## config.mk

```make
export PLATFORM = sky130hd
export DESIGN_NAME = fpu_multiply_iterative_flat
export DESIGN_NICKNAME = d
export VERILOG_FILES = /design/src/rtl/fpu_multiply_iterative_if.sv /design/src/rtl/fpu_multiply_iterative.sv /design/src/flat_wrapper.sv
export SDC_FILE = /design/constraint.sdc
export NUM_CORES = 1
export LEC_CHECK = 0
export ABC_AREA = 1
export BUFFER_PORTS_ARGS = -buffer_cell sky130_fd_sc_hd__buf_2
export CAP_MARGIN = 40
export CORE_ASPECT_RATIO = 0.6
export CORE_UTILIZATION = 55
export CTS_CLUSTER_DIAMETER = 100
export DETAILED_ROUTE_END_ITERATION = 12
export PLACE_DENSITY = 0.79
export SYNTH_ARGS = -nofsm -noshare
export SYNTH_HDL_FRONTEND = slang
export SYNTH_SLANG_ARGS = --single-unit
```

## constraint.sdc

```tcl
create_clock -name clk -period 8.85 [get_ports clk]
set_input_delay 0.885 -clock clk [delete_from_list [all_inputs] [get_ports clk]]
set_output_delay 0.885 -clock clk [all_outputs]
set_load 0.01 [all_outputs]
```

## src/rtl/fpu_multiply_iterative_if.sv

```systemverilog
// Operand/result handshake bundle for the iterative float multiplier.
interface fpu_multiply_iterative_if;
  logic        in_valid;
  logic        in_ready;
  logic [31:0] in_a;
  logic [31:0] in_b;
  logic [2:0]  in_mode;
  logic        out_valid;
  logic        out_ready;
  logic        out_sign;
  logic [7:0]  out_exponent;
  logic [23:0] out_mantissa;
  logic [2:0]  out_guard;
  logic        out_nan;
  logic        out_inf;
  logic        out_zero;
  logic [2:0]  out_mode;

  modport master (
    output in_valid, in_a, in_b, in_mode, out_ready,
    input  in_ready, out_valid, out_sign, out_exponent, out_mantissa,
           out_guard, out_nan, out_inf, out_zero, out_mode
  );

  modport slave (
    input  in_valid, in_a, in_b, in_mode, out_ready,
    output in_ready, out_valid, out_sign, out_exponent, out_mantissa,
           out_guard, out_nan, out_inf, out_zero, out_mode
  );
endinterface

```

## src/rtl/fpu_multiply_iterative.sv

```systemverilog
// Sequential binary32 multiplier: radix-2^BITS_PER_CYCLE shift-add, emits the
// unrounded unpacked result (sign, biased exp, 24b mantissa, GRS, flags, mode).
module fpu_multiply_iterative #(
  parameter int BITS_PER_CYCLE = 1
) (
  input  logic                     clk,
  input  logic                     rst,
  fpu_multiply_iterative_if.slave  bus
);
  localparam int B    = BITS_PER_CYCLE;
  localparam int ITER = 24 / B;
  localparam int CW   = $clog2(ITER + 1);

  typedef enum logic [1:0] {IDLE, BUSY, NORM, DONE} state_t;

  state_t        state;
  logic [CW-1:0] cnt;
  logic [47:0]   acc;
  logic [47:0]   ma_sh;
  logic [23:0]   mb_sh;
  logic [7:0]    ea, eb;
  logic          sign_q;
  logic [2:0]    mode_q;
  logic          a_nan, a_inf, a_zero, b_nan, b_inf, b_zero;

  logic          rdy, vld;
  logic          sign_o, nan_o, inf_o, zero_o;
  logic [7:0]    exp_o;
  logic [23:0]   mant_o;
  logic [2:0]    guard_o, mode_o;

  logic [47:0]       partial;
  logic signed [9:0] e_fin;
  logic              nan_f, inf_f, zero_f;
  logic [7:0]        a_exp, b_exp;
  logic              a_mnz, b_mnz;

  assign a_exp = bus.in_a[30:23];
  assign b_exp = bus.in_b[30:23];
  assign a_mnz = |bus.in_a[22:0];
  assign b_mnz = |bus.in_b[22:0];

  always_comb begin
    // ma_sh is already shifted to the weight of the current digit of mb
    partial = ma_sh * {{(48-B){1'b0}}, mb_sh[B-1:0]};
    e_fin   = $signed({2'b00, ea} + {2'b00, eb} - 10'd127 + {9'd0, acc[47]});
    nan_f   = a_nan | b_nan | (a_inf & b_zero) | (a_zero & b_inf);
    inf_f   = !nan_f && (a_inf || b_inf || e_fin >= 10'sd255);
    zero_f  = !nan_f && !inf_f && (a_zero || b_zero || e_fin <= 10'sd0);
  end

  always_ff @(posedge clk or posedge rst) begin
    if (rst) begin
      state   <= IDLE;
      rdy     <= 1'b1;
      vld     <= 1'b0;
      cnt     <= '0;
      acc     <= '0;
      ma_sh   <= '0;
      mb_sh   <= '0;
      ea      <= '0;
      eb      <= '0;
      sign_q  <= 1'b0;
      mode_q  <= '0;
      a_nan   <= 1'b0;
      a_inf   <= 1'b0;
      a_zero  <= 1'b0;
      b_nan   <= 1'b0;
      b_inf   <= 1'b0;
      b_zero  <= 1'b0;
      sign_o  <= 1'b0;
      exp_o   <= '0;
      mant_o  <= '0;
      guard_o <= '0;
      nan_o   <= 1'b0;
      inf_o   <= 1'b0;
      zero_o  <= 1'b0;
      mode_o  <= '0;
    end else begin
      case (state)
        IDLE: if (bus.in_valid) begin
          ma_sh  <= {24'd0, 1'b1, bus.in_a[22:0]};
          mb_sh  <= {1'b1, bus.in_b[22:0]};
          ea     <= a_exp;
          eb     <= b_exp;
          sign_q <= bus.in_a[31] ^ bus.in_b[31];
          mode_q <= bus.in_mode;
          a_nan  <= (a_exp == 8'hFF) && a_mnz;
          a_inf  <= (a_exp == 8'hFF) && !a_mnz;
          a_zero <= (a_exp == 8'h00);
          b_nan  <= (b_exp == 8'hFF) && b_mnz;
          b_inf  <= (b_exp == 8'hFF) && !b_mnz;
          b_zero <= (b_exp == 8'h00);
          acc    <= '0;
          cnt    <= '0;
          rdy    <= 1'b0;
          state  <= BUSY;
        end
        BUSY: begin
          acc   <= acc + partial;
          ma_sh <= ma_sh << B;
          mb_sh <= mb_sh >> B;
          cnt   <= cnt + 1'b1;
          if (cnt == CW'(ITER - 1)) state <= NORM;
        end
        NORM: begin
          sign_o <= sign_q;
          mode_o <= mode_q;
          nan_o  <= nan_f;
          inf_o  <= inf_f;
          zero_o <= zero_f;
          if (nan_f || inf_f) begin
            exp_o   <= 8'hFF;
            mant_o  <= '0;
            guard_o <= '0;
          end else if (zero_f) begin
            exp_o   <= 8'h00;
            mant_o  <= '0;
            guard_o <= '0;
          end else begin
            exp_o <= e_fin[7:0];
            if (acc[47]) begin
              mant_o  <= acc[47:24];
              guard_o <= {acc[23], acc[22], |acc[21:0]};
            end else begin
              mant_o  <= acc[46:23];
              guard_o <= {acc[22], acc[21], |acc[20:0]};
            end
          end
          vld   <= 1'b1;
          state <= DONE;
        end
        DONE: if (bus.out_ready) begin
          vld   <= 1'b0;
          rdy   <= 1'b1;
          state <= IDLE;
        end
        default: state <= IDLE;
      endcase
    end
  end

  assign bus.in_ready     = rdy;
  assign bus.out_valid    = vld;
  assign bus.out_sign     = sign_o;
  assign bus.out_exponent = exp_o;
  assign bus.out_mantissa = mant_o;
  assign bus.out_guard    = guard_o;
  assign bus.out_nan      = nan_o;
  assign bus.out_inf      = inf_o;
  assign bus.out_zero     = zero_o;
  assign bus.out_mode     = mode_o;
endmodule

```

## src/flat_wrapper.sv

```systemverilog
// flat-port wrapper written by rule: the top's interface ports become plain ports
module fpu_multiply_iterative_flat 
#(
  parameter int BITS_PER_CYCLE = 1
)
  (clk, rst, bus_in_valid, bus_in_a, bus_in_b, bus_in_mode, bus_out_ready, bus_in_ready, bus_out_valid, bus_out_sign, bus_out_exponent, bus_out_mantissa, bus_out_guard, bus_out_nan, bus_out_inf, bus_out_zero, bus_out_mode);
  fpu_multiply_iterative_if bus_i ();
  input  logic clk;
  input  logic rst;
  input wire logic [$bits(bus_i.in_valid)-1:0] bus_in_valid;
  input wire logic [$bits(bus_i.in_a)-1:0] bus_in_a;
  input wire logic [$bits(bus_i.in_b)-1:0] bus_in_b;
  input wire logic [$bits(bus_i.in_mode)-1:0] bus_in_mode;
  input wire logic [$bits(bus_i.out_ready)-1:0] bus_out_ready;
  output wire logic [$bits(bus_i.in_ready)-1:0] bus_in_ready;
  output wire logic [$bits(bus_i.out_valid)-1:0] bus_out_valid;
  output wire logic [$bits(bus_i.out_sign)-1:0] bus_out_sign;
  output wire logic [$bits(bus_i.out_exponent)-1:0] bus_out_exponent;
  output wire logic [$bits(bus_i.out_mantissa)-1:0] bus_out_mantissa;
  output wire logic [$bits(bus_i.out_guard)-1:0] bus_out_guard;
  output wire logic [$bits(bus_i.out_nan)-1:0] bus_out_nan;
  output wire logic [$bits(bus_i.out_inf)-1:0] bus_out_inf;
  output wire logic [$bits(bus_i.out_zero)-1:0] bus_out_zero;
  output wire logic [$bits(bus_i.out_mode)-1:0] bus_out_mode;
  assign bus_i.in_valid = bus_in_valid;
  assign bus_i.in_a = bus_in_a;
  assign bus_i.in_b = bus_in_b;
  assign bus_i.in_mode = bus_in_mode;
  assign bus_i.out_ready = bus_out_ready;
  assign bus_in_ready = bus_i.in_ready;
  assign bus_out_valid = bus_i.out_valid;
  assign bus_out_sign = bus_i.out_sign;
  assign bus_out_exponent = bus_i.out_exponent;
  assign bus_out_mantissa = bus_i.out_mantissa;
  assign bus_out_guard = bus_i.out_guard;
  assign bus_out_nan = bus_i.out_nan;
  assign bus_out_inf = bus_i.out_inf;
  assign bus_out_zero = bus_i.out_zero;
  assign bus_out_mode = bus_i.out_mode;
  fpu_multiply_iterative #(.BITS_PER_CYCLE(BITS_PER_CYCLE)) u_core (.clk(clk), .rst(rst), .bus(bus_i));
endmodule
```

Word-level counts from Yosys, hierarchy flattened
Cells that the tools add are included.
{ "totals": {"reg_bits": 197, "inputBits": 71, "output_inout_bits": 44} }
{ "classes": {"muxes": 25, "n_mul": 1, "bitwise": 6, "reduce_logical": 31, "n_lt_le_gt_ge": 2, "addsub": 5, "eq_ne": 9} }
{ "ops": {"columns": ["operator", "count"], "rows": [
  ["$pmux W48 S2", 2],
  ["$mux W24", 4],
  ["$mux W48", 2],
  ["$add A48 B48 Y48", 1],
  ["$mul A48 B1 Y48", 1],
  ["$pmux W24 S2", 1],
  ["$reduce_or A23 Y1", 2],
  ["$reduce_or A22 Y1", 1],
  ["$reduce_or A21 Y1", 1],
  ["$eq A8 B8 Y1 const B", 2],
  ["$logic_not A8 Y1", 2],
  ["$mux W8", 2],
  ["$add A10 B1 Y10", 1],
  ["$ge A10 B9 Y1 const B", 1],
  ["$le A10 B1 Y1 const B", 1],
  ["$pmux W5 S2", 1],
  ["$sub A10 B7 Y10 const B", 1],
  ["$add A8 B8 Y9", 1],
  ["$mux W3", 3],
  ["$pmux W2 S4", 1],
  ["$logic_and A1 B1 Y1", 7],
  ["$mux W2", 3],
  ["$reduce_and A2 Y1", 3],
  ["$reduce_and A3 Y1", 2],
  ["other kinds (16)", 33]
]} }

Depth between registers and ports, before layout
{ "depth": {"word_depth": 11, "ltp_mapped": 21, "mapped_depth_nobuf": 19} }

Worst setup path after synthesis
No wires, ideal clock.
{ "synth_timing": {"kind": "register -> register", "start": "reg u_core.eb[0]", "end": "reg u_core.mant_o[1] (netlist: u_core.bus.out_mantissa[1])", "slack_ns": 6.235, "n_path_buf": 1, "arrival_ns": 2.491, "required_time_ns": 8.727, "stages_incl_launch_ff": 18, "cell_sequence": "dfrtp_1 ha_1 fa_1 ha_1 inv_1 nor2_2 nand3_1 nor2_2 nand3_2 nand2_1 inv_2 nor2_1 nand3_1 nand2_2 nor2_4 nand2_4 buf_6 o21ai_2"} }
{ "synth_via": {"elab_chain_cells": 11, "word_cells_on_any_way": 14, "cone_classes": "3 x add/sub; 2 x order compare; 2 x mux; 7 x reduce/logical"} }
{ "synth_rtl": {"columns": ["item", "line_no", "rtl"], "rows": [
  ["from (decl)", "fpu_multiply_iterative.sv:21", "logic [7:0] ea, eb;"],
  ["from (signal assigned)", "fpu_multiply_iterative.sv:85", "eb <= b_exp;"],
  ["$add A8 B8 Y9 (*)", "fpu_multiply_iterative.sv:46", "e_fin = $signed({2'b00, ea} + {2'b00, eb} - 10'd127 + {9'd0, acc[47]});"],
  ["$sub A10 B7 Y10 (*)", "fpu_multiply_iterative.sv:46", null],
  ["$add A10 B1 Y10 (*)", "fpu_multiply_iterative.sv:46", null],
  ["$ge A10 B9 Y1", "fpu_multiply_iterative.sv:48", "inf_f = !nan_f && (a_inf || b_inf || e_fin >= 10'sd255);"],
  ["$logic_or A1 B1 Y1", "fpu_multiply_iterative.sv:48", null],
  ["$logic_and A1 B1 Y1", "fpu_multiply_iterative.sv:48", null],
  ["$logic_not A1 Y1", "fpu_multiply_iterative.sv:49", "zero_f = !nan_f && !inf_f && (a_zero || b_zero || e_fin <= 10'sd0);"],
  ["$logic_and A1 B1 Y1 (2 in a row)", "fpu_multiply_iterative.sv:49", null],
  ["$mux W24", "fpu_multiply_iterative.sv:116", "end else if (zero_f) begin"],
  ["$mux W24 (*)", "fpu_multiply_iterative.sv:112", "if (nan_f || inf_f) begin"],
  ["to (signal assigned)", "fpu_multiply_iterative.sv:123", "mant_o <= acc[47:24];"],
  ["to (signal assigned)", "fpu_multiply_iterative.sv:126", "mant_o <= acc[46:23];"],
  ["to (decl)", "fpu_multiply_iterative.sv:29", "logic [23:0] mant_o;"]
]} }
Mark *: on every way between the ends. The rest lies on a longest branch, timed or not.
A chain may end at the register's enable or synchronous reset.

Worst setup path in the final report
{ "layout_timing": {"start": "reg u_core.mb_sh[0]", "end": "reg u_core.acc[46]"} }
{ "layout_via": {"elab_chain_cells": 3} }
{ "layout_rtl": {"columns": ["item", "line_no", "rtl"], "rows": [
  ["from (decl)", "fpu_multiply_iterative.sv:20", "logic [23:0] mb_sh;"],
  ["from (signal assigned)", "fpu_multiply_iterative.sv:83", "mb_sh <= {1'b1, bus.in_b[22:0]};"],
  ["from (signal assigned)", "fpu_multiply_iterative.sv:102", "mb_sh <= mb_sh >> B;"],
  ["$mul A48 B1 Y48", "fpu_multiply_iterative.sv:45", "partial = ma_sh * {{(48-B){1'b0}}, mb_sh[B-1:0]};"],
  ["$add A48 B48 Y48", "fpu_multiply_iterative.sv:100", "acc <= acc + partial;"],
  ["$pmux W48 S2", "fpu_multiply_iterative.sv:80", "case (state)"],
  ["to (signal assigned)", "fpu_multiply_iterative.sv:100", null],
  ["to (decl)", "fpu_multiply_iterative.sv:18", "logic [47:0] acc;"]
]} }
Every way passes these cells.

==> results.md <==
* WL/cell: 16.3 um
* peak supply drop: 0.175 mV
* layout overhead on the synthesized area: 11.6%
* last weighted congestion value of the routability-driven placer: 1.01
* Avg Vias per Cell: 5.63
* number of buffers added by the clock tree synthesis step: 17
* maximum frequency from static timing analysis: 0.269 GHz
* fraction of layout cells with a size suffix above 1: 11.3%
* height of the die: 119 um
* number of nets with antenna violations after routing: 0
* final clock period utilization by the worst path: 42.0%
* Detailed Route Iter0 Violations: 1342
* maximum number of pins on one net before global-route repair: 69
* hpwl dp: 26600 um
* grt peak-use layer: met1
* fraction of met3 tracks used by global routing: 8.33%
* average footprint of a synthesized cell: 7.14 um^2
* num ports: 115
* combinational family with the most area after synthesis: simple AND/OR/NAND/NOR gates
* count of final hold-check violations: 0
* share of the synthesized netlist area taken by xor and xnor gates: 0.491%
* n_diodes: 0
* internal power: 2.51 mW
* unique cell type count in the Yosys netlist: 51
* routing usage on met1: 49.5%
* biggest cell delay along the critical path: 0.46 ns
* Post-synth EDFFs: 0
* CP max-delay cell: sky130_fd_sc_hd__fa_1
* Combinational Power Share: 53.0%
* Reg-to-Reg End: u_core.acc[46]
* unrepaired setup endpoints after global routing: false
* power share of the sequential group: 31.3%
* pins over their slew limit: 0
* switching power as a share of total power: 48.7%
* number of clock sinks seen by CTS: 197
* cell at the root of the clock tree: sky130_fd_sc_hd__clkbuf_16
* H-tree depth: 4
* number of port buffers: 114
* number of detailed-route iterations in the first pass: 5
* drt total wl: 35300 um
* crit path launch: u_core.mb_sh[0]
* Top cell by count, worst path: sky130_fd_sc_hd__nand2_1
* reg2reg start: u_core.mb_sh[0]
* number of instances in the synthesized netlist: 1748
* GRT Util Overall: 31.4%
* CP required: 9.17 ns
* post-layout minimum cycle time: 3.72 ns
* max cap viols: 0
* net switching power of the design: 2.38 mW
* worst setup path endpoint: u_core.acc[46]
* synthesized netlist net count: 1883
* clock-pin transition on the worst setup and hold timing paths: 0.07 ns
* headroom to the max-slew limit: 44.2%
* number of global-route vias before repair: 11148
* arrival time at the worst endpoint: 4.03 ns
* simple-gate area share of the yosys netlist: 26.3%
* largest buffer count on any clock path: 2
* HP Class: reg2reg
* proportion of synthesized chip area in sequential cells: 39.5%
* worst reg-to-reg setup slack: 5.13 ns
* clock tree from TritonCTS: yes
* Final Net Count: 1971
* residual overflow from global routing: 0
* minimum setup slack in the final design: 5.13 ns
* worst-path fanout max: 49
* vias post-DR: 12152
* post-CTS setup buffers: 0
* ys async rst share: 100%
* clock latency on the worst-skew pair: 0.44 ns
* category of the worst setup path capture point: register
* power density normalized to cell area: 350 nW/um^2
* count of state elements after synthesis: 197
* number of placement rows: 42
* Post-CTS Hold Buffers: 0
* multiplexer fraction of the synthesized cell area: 0.160%
* leak pwr: 7.17 nW
* outcome: complete, no violations
* power consumption: 4.88 mW
* compound-cell area share of the yosys netlist: 17.5%
* Reg2Reg Depth: 15
* count of warnings emitted by yosys: 0
* Least-Margin Pin Slew: 0.831 ns
* Remaining DRCs: 0
* most frequently used flop master after synthesis: sky130_fd_sc_hd__dfrtp_1
* final setup violating endpoints: 0
* placement-stage worst setup slack: 5.33 ns
* first-pass GRT wire length: 57300 um
* cells along the critical path: buf_4 -> nand2_1 -> inv_1 -> ha_1 -> fa_1 -> nand3_1 -> nand2_1 -> a21oi_1 -> o21ai_1 -> a21oi_1 -> inv_1 -> nand2_1 -> o211ai_1 -> nor2_1 -> o22ai_1
* Core Region: 22200 um^2
* Final Hold Slack: 0.469 ns
* skew final: 0.0101 ns
* adder-cell share of the synthesized area: 6.53%
* kind of launch point of the worst setup path: register
* die area: 23300 um^2
* met2 layer usage reported by global route: 42.3%
* antenna violations before repair: 0
* synthesized cell area: 12500 um^2
* Setup Total Neg Slack: 0 ns
* Clock Power Share: 15.7%
* Worst Setup Path Type: reg2reg
* die boundary width: 197 um
* starting density of the core: 56.3%
* cells resized by post-CTS repair: 0
==> worst max-delay path: cells and delay by family, from the launching register on <==
kind            cells  cell delay, ns
buf+inv             3            0.58
compound gates      5            1.22
fa+ha+maj           2            0.69
flops               1            0.36
simple gates        5            0.72
==> power by group through the flow <==
stage / sequential, mW / combinational, mW / clock [mW]
floorplan: 1.49 / 1.87 / 0
global placement: 1.52 / 2.43 / 0
detailed placement: 1.53 / 2.54 / 0
CTS: 1.52 / 2.55 / 0.776
global route: 1.57 / 2.91 / 0.813
finish: 1.53 / 2.59 / 0.767
==> cell type report <==
| cell class | count | area (um^2) |
|---|---|---|
| multi-input combinational | 1237 | 6380 |
| fill | 1999 | 8230 |
| sequential | 197 | 4930 |
| inverter | 256 | 968 |
| timing repair buffer | 127 | 708 |
| tap | 308 | 385 |
| clock inverter | 13 | 126 |
| clock buffer | 19 | 443 |
==> worst min-delay path by stage <==
stage,slack [ns],start,endpoint,cells past startpoint
2_1_floorplan,0.45,u_core.mode_q[0],u_core.mode_q[0],2
3_3_place_gp,0.45,u_core.bus.out_sign,u_core.bus.out_sign,2
3_5_place_dp,0.45,u_core.bus.out_mode[2],u_core.bus.out_mode[2],2
4_1_cts,0.47,u_core.bus.out_mode[2],u_core.bus.out_mode[2],2
5_1_grt,0.49,u_core.bus.out_mode[2],u_core.bus.out_mode[2],2
6_report,0.47,u_core.bus.out_mode[1],u_core.bus.out_mode[1],2
==> Yosys cell counts (9+ instances only) <==
master | n | area share (%)
sky130_fd_sc_hd__nand4_1 | 22 | 1.1
sky130_fd_sc_hd__o211ai_1 | 13 | 0.78
sky130_fd_sc_hd__o21ai_1 | 9 | 0.36
sky130_fd_sc_hd__nand2_1 | 503 | 15
sky130_fd_sc_hd__nor3_1 | 12 | 0.48
sky130_fd_sc_hd__o21ai_2 | 20 | 1.4
sky130_fd_sc_hd__dfrtp_1 | 196 | 39
sky130_fd_sc_hd__nor4_1 | 20 | 1.0
sky130_fd_sc_hd__o22ai_1 | 29 | 1.5
sky130_fd_sc_hd__buf_1 | 9 | 0.27
sky130_fd_sc_hd__inv_1 | 250 | 7.5
sky130_fd_sc_hd__o21bai_1 | 10 | 0.60
sky130_fd_sc_hd__ha_1 | 62 | 6.2
sky130_fd_sc_hd__nand3_1 | 63 | 2.5
sky130_fd_sc_hd__o21ai_0 | 135 | 5.4
sky130_fd_sc_hd__clkbuf_1 | 45 | 1.4
sky130_fd_sc_hd__a22oi_1 | 11 | 0.66
sky130_fd_sc_hd__a31oi_1 | 35 | 1.8
sky130_fd_sc_hd__a21oi_1 | 86 | 3.4
sky130_fd_sc_hd__nor2_1 | 147 | 4.4
==> flip-flops by register name, indices dropped and copies added (netlist names), 2 cells and up <==
| signal | flops |
|---|---|
| u_core.bus.out_exponent | 8 |
| u_core.cnt | 5 |
| u_core.state | 2 |
| u_core.ea | 8 |
| u_core.bus.out_guard | 3 |
| u_core.eb | 8 |
| u_core.mb_sh | 24 |
| u_core.ma_sh | 48 |
| u_core.acc | 48 |
| u_core.bus.out_mantissa | 24 |
| u_core.mode_q | 3 |
| u_core.bus.out_mode | 3 |
==> per-stage QoR <==
step / util (%) / std cells / cell area (um^2)
after floorplan: - / 1748 / 12500
after global placement: 60.0 / 2122 / 13300
after detailed placement: 60.3 / 2125 / 13400
after CTS: 62.9 / 2157 / 13900
after global routing: 62.9 / 2157 / 13900
final: 62.9 / 2157 / 13900
==> logic make-up after synthesis <==
family,after synthesis
flip-flops,197
AO/OA/AOI/OAI,372
buffers and inverters,314
XOR/XNOR,7
adder cells (fa/ha/maj),64
multiplexers,2
AND/OR/NAND/NOR,792
==> layout by cell type (no fill, tap or decap), drive strengths merged, types with 9 or more instances in the layout <==
cell,synthesis,final
o22ai,29,29
clkbuf,45,19
a22oi,11,11
nor2,151,151
ha,62,62
nand4,23,23
o21bai,10,10
nor3,12,12
a21oi,87,87
dfrtp,196,196
buf,13,127
o21ai,164,164
nand3,68,68
clkinv,3,9
nand2,512,512
inv,253,256
a31oi,35,35
nor4,20,20
o211ai,13,13
==> per-layer routing <==
metal	part of all wire, %	up-vias
met5	0	-
met3	10	27
met4	0.96	0
met2	39	492
li1	-	5888
met1	50	5745
(Power assumes the default switching activity.)
